**src/rtl/sevenseg_pkg.sv**
```systemverilog
// Shared types and segment patterns for the seven-segment scan driver.
// Hex glyphs for 10..15 exist only when SEVENSEG_HEX_EN is defined.
package sevenseg_pkg;

    typedef logic [3:0] digit_t;

    // Segment order is {a,b,c,d,e,f,g}; a 1 lights the segment.
    localparam logic [6:0] SEG_0     = 7'h7E;
    localparam logic [6:0] SEG_1     = 7'h30;
    localparam logic [6:0] SEG_2     = 7'h6D;
    localparam logic [6:0] SEG_3     = 7'h79;
    localparam logic [6:0] SEG_4     = 7'h33;
    localparam logic [6:0] SEG_5     = 7'h5B;
    localparam logic [6:0] SEG_6     = 7'h5F;
    localparam logic [6:0] SEG_7     = 7'h70;
    localparam logic [6:0] SEG_8     = 7'h7F;
    localparam logic [6:0] SEG_9     = 7'h7B;
    localparam logic [6:0] SEG_BLANK = 7'h00;

`ifdef SEVENSEG_HEX_EN
    localparam logic [6:0] SEG_A     = 7'h77;
    localparam logic [6:0] SEG_B     = 7'h1F;
    localparam logic [6:0] SEG_C     = 7'h4E;
    localparam logic [6:0] SEG_D     = 7'h3D;
    localparam logic [6:0] SEG_E     = 7'h4F;
    localparam logic [6:0] SEG_F     = 7'h47;
`endif

endpackage

```
**src/rtl/sevenseg_decode.sv**
```systemverilog
// Combinational digit-to-segment decoder with a forced-blank input.
// SEVENSEG_HEX_EN selects hex glyphs for 10..15; otherwise they are blank.
module sevenseg_decode
    import sevenseg_pkg::*;
(
    input  digit_t     value,
    input  logic       blank,
    output logic [6:0] segments
);

    always_comb begin
        segments = SEG_BLANK;
        if (!blank) begin
            case (value)
                4'd0:    segments = SEG_0;
                4'd1:    segments = SEG_1;
                4'd2:    segments = SEG_2;
                4'd3:    segments = SEG_3;
                4'd4:    segments = SEG_4;
                4'd5:    segments = SEG_5;
                4'd6:    segments = SEG_6;
                4'd7:    segments = SEG_7;
                4'd8:    segments = SEG_8;
                4'd9:    segments = SEG_9;
`ifdef SEVENSEG_HEX_EN
                4'd10:   segments = SEG_A;
                4'd11:   segments = SEG_B;
                4'd12:   segments = SEG_C;
                4'd13:   segments = SEG_D;
                4'd14:   segments = SEG_E;
                4'd15:   segments = SEG_F;
`endif
                default: segments = SEG_BLANK;
            endcase
        end
    end

endmodule

```
**src/rtl/sevenseg_scan.sv**
```systemverilog
// Time-multiplexed seven-segment driver with double-buffered load and leading-zero blanking.
// Define SEVENSEG_HEX_EN to display 10..15 as A..F instead of blank.
module sevenseg_scan
    import sevenseg_pkg::*;
#(
    parameter int DIGITS = 4,
    parameter int DWELL  = 4
) (
    input  logic                  clk,
    input  logic                  reset,
    input  logic                  load_valid,
    output logic                  load_ready,
    input  logic [4*DIGITS-1:0]   load_data,
    input  logic                  blank_lz,
    output logic [DIGITS-1:0]     digit_sel,
    output logic [6:0]            segments,
    output logic                  frame_done
);

    localparam int IDX_W = (DIGITS > 1) ? $clog2(DIGITS) : 1;
    localparam int DW_W  = (DWELL > 1) ? $clog2(DWELL) : 1;
    localparam logic [DIGITS-1:0] SEL_ONE = DIGITS'(1);

    logic [DW_W-1:0]     dwell_cnt;
    logic [IDX_W-1:0]    idx;
    logic [4*DIGITS-1:0] disp_word;
    logic [4*DIGITS-1:0] pend_word;
    logic                pend_full;

    logic                dwell_wrap_p0;
    logic                boundary_p0;
    logic                accept_p0;
    logic [DIGITS-1:0]   zero_above;
    logic                lz_run;
    logic                zero_sel;
    digit_t              cur_digit;
    logic                cur_blank;
    logic [6:0]          seg_dec;

    assign dwell_wrap_p0 = (dwell_cnt == DW_W'(DWELL - 1));
    assign boundary_p0   = dwell_wrap_p0 && (idx == IDX_W'(DIGITS - 1));
    assign accept_p0     = load_valid && !pend_full;
    assign load_ready    = !pend_full;

    // zero_above[i] is set when digit i and every digit above it are zero.
    always_comb begin
        zero_above = '0;
        lz_run     = 1'b1;
        for (int i = DIGITS - 1; i >= 0; i--) begin
            lz_run        = lz_run && (disp_word[4*i +: 4] == 4'd0);
            zero_above[i] = lz_run;
        end
    end

    always_comb begin
        cur_digit = '0;
        zero_sel  = 1'b0;
        for (int i = 0; i < DIGITS; i++) begin
            if (idx == IDX_W'(i)) begin
                cur_digit = disp_word[4*i +: 4];
                zero_sel  = zero_above[i];
            end
        end
        cur_blank = blank_lz && (idx != '0) && zero_sel;
    end

    sevenseg_decode u_decode (
        .value    (cur_digit),
        .blank    (cur_blank),
        .segments (seg_dec)
    );

    // p0 -> p1: scan counters, buffer transfer and registered display outputs
    always_ff @(posedge clk) begin
        if (reset) begin
            dwell_cnt  <= '0;
            idx        <= '0;
            disp_word  <= '0;
            pend_word  <= '0;
            pend_full  <= 1'b0;
            digit_sel  <= '0;
            segments   <= '0;
            frame_done <= 1'b0;
        end else begin
            if (dwell_wrap_p0) begin
                dwell_cnt <= '0;
                idx       <= (idx == IDX_W'(DIGITS - 1)) ? '0 : idx + 1'b1;
            end else begin
                dwell_cnt <= dwell_cnt + 1'b1;
            end

            // A load landing on a boundary with an empty buffer waits one more frame.
            if (boundary_p0 && pend_full) begin
                disp_word <= pend_word;
                pend_full <= 1'b0;
            end else if (accept_p0) begin
                pend_word <= load_data;
                pend_full <= 1'b1;
            end

            frame_done <= boundary_p0;
            digit_sel  <= SEL_ONE << idx;
            segments   <= seg_dec;
        end
    end

endmodule

```
**config.mk**
```make
export PLATFORM = sky130hd
export DESIGN_NAME = sevenseg_scan
export DESIGN_NICKNAME = d
export VERILOG_FILES = /design/src/rtl/sevenseg_pkg.sv /design/src/rtl/sevenseg_decode.sv /design/src/rtl/sevenseg_scan.sv
export SDC_FILE = /design/constraint.sdc
export NUM_CORES = 1
export LEC_CHECK = 0
export ABC_AREA = 1
export CAP_MARGIN = 20
export CORE_ASPECT_RATIO = 1.25
export CORE_MARGIN = 5
export CORE_UTILIZATION = 47
export DETAILED_ROUTE_END_ITERATION = 8
export GPL_ROUTABILITY_DRIVEN = 1
export PLACE_DENSITY = 0.81
export SLEW_MARGIN = 10
export SYNTH_ARGS = -nofsm -noshare
export SYNTH_HDL_FRONTEND = slang
export SYNTH_SLANG_ARGS = --single-unit
```
**constraint.sdc**
```tcl
create_clock -name clk -period 1.8 [get_ports clk]
set_input_delay 0.36 -clock clk [delete_from_list [all_inputs] [get_ports clk]]
set_output_delay 0.36 -clock clk [all_outputs]
set_load 0.1 [all_outputs]
```
==> results by group <==
Logic synthesis
  • Synthesis Warnings: 0
  • Syn avg cell area: 7.70 um^2
  • Largest family of logic cells by synthesized area: simple AND/OR/NAND/NOR gates
  • Adder-cell share of the synthesized area: 0.0660
  • Library cells used by synthesis: 25
  • Seq/Total Area, Yosys: 0.470
  • Synth top area cells: dfxtp_1 47%, nor2_1 9.0%, nand2_1 7.6%
  • Multiplexer share of the synthesized area: 0
  • Commonest cells post-synth: 50 x nor2_1, 49 x dfxtp_1, 42 x nand2_1, 29 x o21ai_0, 24 x inv_1
  • Synthesized cell area: 2090 um^2
  • Count leader, synth: nor2_1
  • Mapped Cells: 271
  • Main flop type after synthesis: dfxtp_1
  • Simple-gate share of the synthesized area: 0.235
  • Number of flops mapped to enable cells by yosys: 0
  • Syn_nets: 302
  • Synth top area share: 0.470
  • Compound-Gate Fraction of Synth Area: 0.152
  • Async S/R FF share, synth: 0
  • Area leader, netlist: dfxtp_1
  • FF+latch count, synth: 49
  • Xor/xnor share of the synthesized area: 0

Setup path
  • Reg2reg end: segments[3]
  • CP top delay family: adder cells
  • WP buf/inv: 2
  • R2R setup slack: 0.04 ns
  • Worst Setup Start Kind: register
  • CP dominant cell by count: nand2_1
  • Worst reg2reg path depth: 11
  • Crit path from: idx[0]
  • RR Startpoint: idx[0]
  • CP Depth: 11
  • Crit-path max cell delay: 0.41 ns
  • Crit path DAT: 1.97 ns
  • Crit path to: segments[3]
  • Critical path's slowest cell: dfxtp_4
  • Crit Path Max Fanout: 7
  • Critical Path RT: 2.00 ns
  • Crit Path Category: register to register
  • Crit-path cells: inv_2 > ha_4 > a21oi_2 > nand2_1 > nand2_2 > inv_2 > ha_1 > nand2_1 > nand2_1 > nand2_1 > a21oi_1
  • CP Capture Type: register

Floorplanning
  • Die area: 5880 um^2
  • I/O Pins: 33
  • Die Wd: 69.6 um
  • DIE HEIGHT: 84.5 um
  • Core area: 4360 um^2
  • FP Rows: 27
  • Initial Utilization: 0.479

Finish
  • Layout Cells excl Fill: 375
  • Synth-to-Final Area Change: 38.5%
  • # diodes: 0
  • Fillcell total: 337
  • Final net count: 347
  • FF+latch area: 986 um^2
  • Area occupied by multi-input gates: 1060 um^2
  • Ratio of cells with drive above 1 in the final layout: 0.233

Clock tree
  • Clock latency on the worst-skew pair: 0.32 ns
  • Maximum buffer depth of the clock tree: 2
  • Max H-tree Level: 2
  • Root Buffer: clkbuf_8
  • CTS Sinks: 49
  • CTS tree: yes
  • Clock-pin transition on the worst setup and hold timing paths: 0.08 ns
  • CTS Buf Count: 5

Timing
  • Slew HR: 0.704
  • Tmin final: 1.76 ns
  • Final setup skew: 0.00613 ns
  • Fmax: 567 MHz
  • Max-slew violation count: 0
  • Final period utilization: 0.979
  • Final Hold Viols: 0
  • # setup viols final: 0
  • Worst-margin pin slew: 0.443 ns
  • Setup TNS Final: 0 ns

Detailed routing
  • Drt total wl: 4500 um
  • Post-route DRC: 0
  • 1st-pass router iterations: 5
  • Total number of vias: 1874
  • Drt wl/cell: 12.0 um
  • Final ANT Viol Nets: 0
  • DR vias/cell: 5.00
  • 1st-iter DRT viols: 107

Power
  • Peak supply drop: 561 uV
  • PwrDens: 868 nW/um^2
  • Lkg Pwr: 1.26 nW

Flow run
  • Max_cap viols: 0

Placed design
  • DPL Wire Length: 3180 um
  • Placed insts: 365
  • PortBufs: 32
  • Routability Congestion: 0.872

Global route
  • Number of global-route vias before repair: 1766
  • Antenna violations before repair: 0
  • Largest net degree at the start of global routing: 25
  • GRT overflow: 0
  • Gr usage total: 0.157
  • First-pass GRT wire length: 7520 um

Worst hold path
  • Hold Path Class: register to register

Status
  • Status: finished clean
==> kinds of logic after synthesis <==
kind of cell | after synthesis
AOI/OAI and AO/OA | 58
and+or+nand+nor | 116
adders and majority gates | 11
buffers and inverters | 37
DFF | 49
==> how the worst min path moves through the flow <==
stage	cells after the start	startpoint	to	slack [ns]
2_1_floorplan	1	dwell_cnt[0]	dwell_cnt[0]	0.40
3_3_place_gp	1	dwell_cnt[0]	dwell_cnt[0]	0.41
3_5_place_dp	1	dwell_cnt[0]	dwell_cnt[0]	0.42
4_1_cts	1	dwell_cnt[0]	dwell_cnt[0]	0.44
5_1_grt	1	dwell_cnt[0]	dwell_cnt[0]	0.46
6_report	1	dwell_cnt[0]	dwell_cnt[0]	0.43
==> final cells by class <==
| class | count | share of cell area |
|---|---|---|
| multi-input cells | 185 | 0.367 |
| well taps | 58 | 0.0251 |
| inverters | 28 | 0.0386 |
| clock buffers | 5 | 0.0238 |
| repair buffers | 47 | 0.196 |
| flip-flops and latches | 49 | 0.341 |
| clock inverters | 3 | 0.00737 |
==> worst register-to-register path, stage by stage, from the launching register on <==
cell	delay, ns
dfxtp_4	0.41
inv_2	0.09
ha_4	0.20
a21oi_2	0.15
nand2_1	0.08
nand2_2	0.11
inv_2	0.07
ha_1	0.30
nand2_1	0.08
nand2_1	0.05
nand2_1	0.05
a21oi_1	0.06
==> state kept, by name, indices dropped and copies added (netlist names) <==
| signal | flops |
|---|---|
| segments | 7 |
| dwell_cnt | 2 |
| pend_full | 1 |
| disp_word | 16 |
| digit_sel | 4 |
| pend_word | 16 |
| frame_done | 1 |
| idx | 2 |
==> layer usage <==
metal  global-route usage  routed length, um  vias up
li1                     -                  -      966
met1                0.158               1640      842
met2                0.299               2490       50
met3               0.0467                261       16
met4               0.0639                113        0
met5                    0                  0        -
==> what timing repair did <==
item	CTS	global route
setup endpoints to repair	5	7
setup buffers	0	2
pin swaps	0	7
hold buffers	0	0
resized for setup	7	27
==> power breakdown <==
group | internal (mW) | total [mW] | switching (mW)
combinational | 0.258 | 0.653 | 0.395
sequential | 1.15 | 1.19 | 0.0437
clock | 0.276 | 0.658 | 0.382
total | 1.68 | 2.51 | 0.822
==> through the flow <==
| stage | setup slack [ns] | utilization | total power [mW] | cell area (um^2) | hold slack, ns |
|---|---|---|---|---|---|
| detailed placement | -0.0527 | 0.610 | 1.83 | 2660 | 0.424 |
| global route | -0.0594 | 0.663 | 2.62 | 2890 | 0.464 |
| CTS | 0.000172 | 0.634 | 2.46 | 2760 | 0.436 |
| global placement | 0.00201 | 0.610 | 1.81 | 2660 | 0.414 |
| finish | 0.0376 | 0.663 | 2.51 | 2890 | 0.434 |
| floorplan | 0.00769 | - | 1.59 | 2090 | 0.404 |
==> cell usage in the layout (no fill, tap or decap), drive strengths merged <==
master / synthesis / final
a211oi: 2 / 2
a21oi: 23 / 23
buf: 5 / 28
clkbuf: 4 / 5
clkdlybuf4s50: 0 / 19
clkinv: 0 / 1
clkinvlp: 0 / 2
dfxtp: 49 / 49
ha: 11 / 11
inv: 28 / 28
nand2: 43 / 43
nand3: 11 / 11
nand3b: 1 / 1
nand4: 1 / 1
nor2: 50 / 50
nor3: 9 / 9
nor3b: 1 / 1
o21ai: 33 / 33
(Power assumes the default switching activity.)
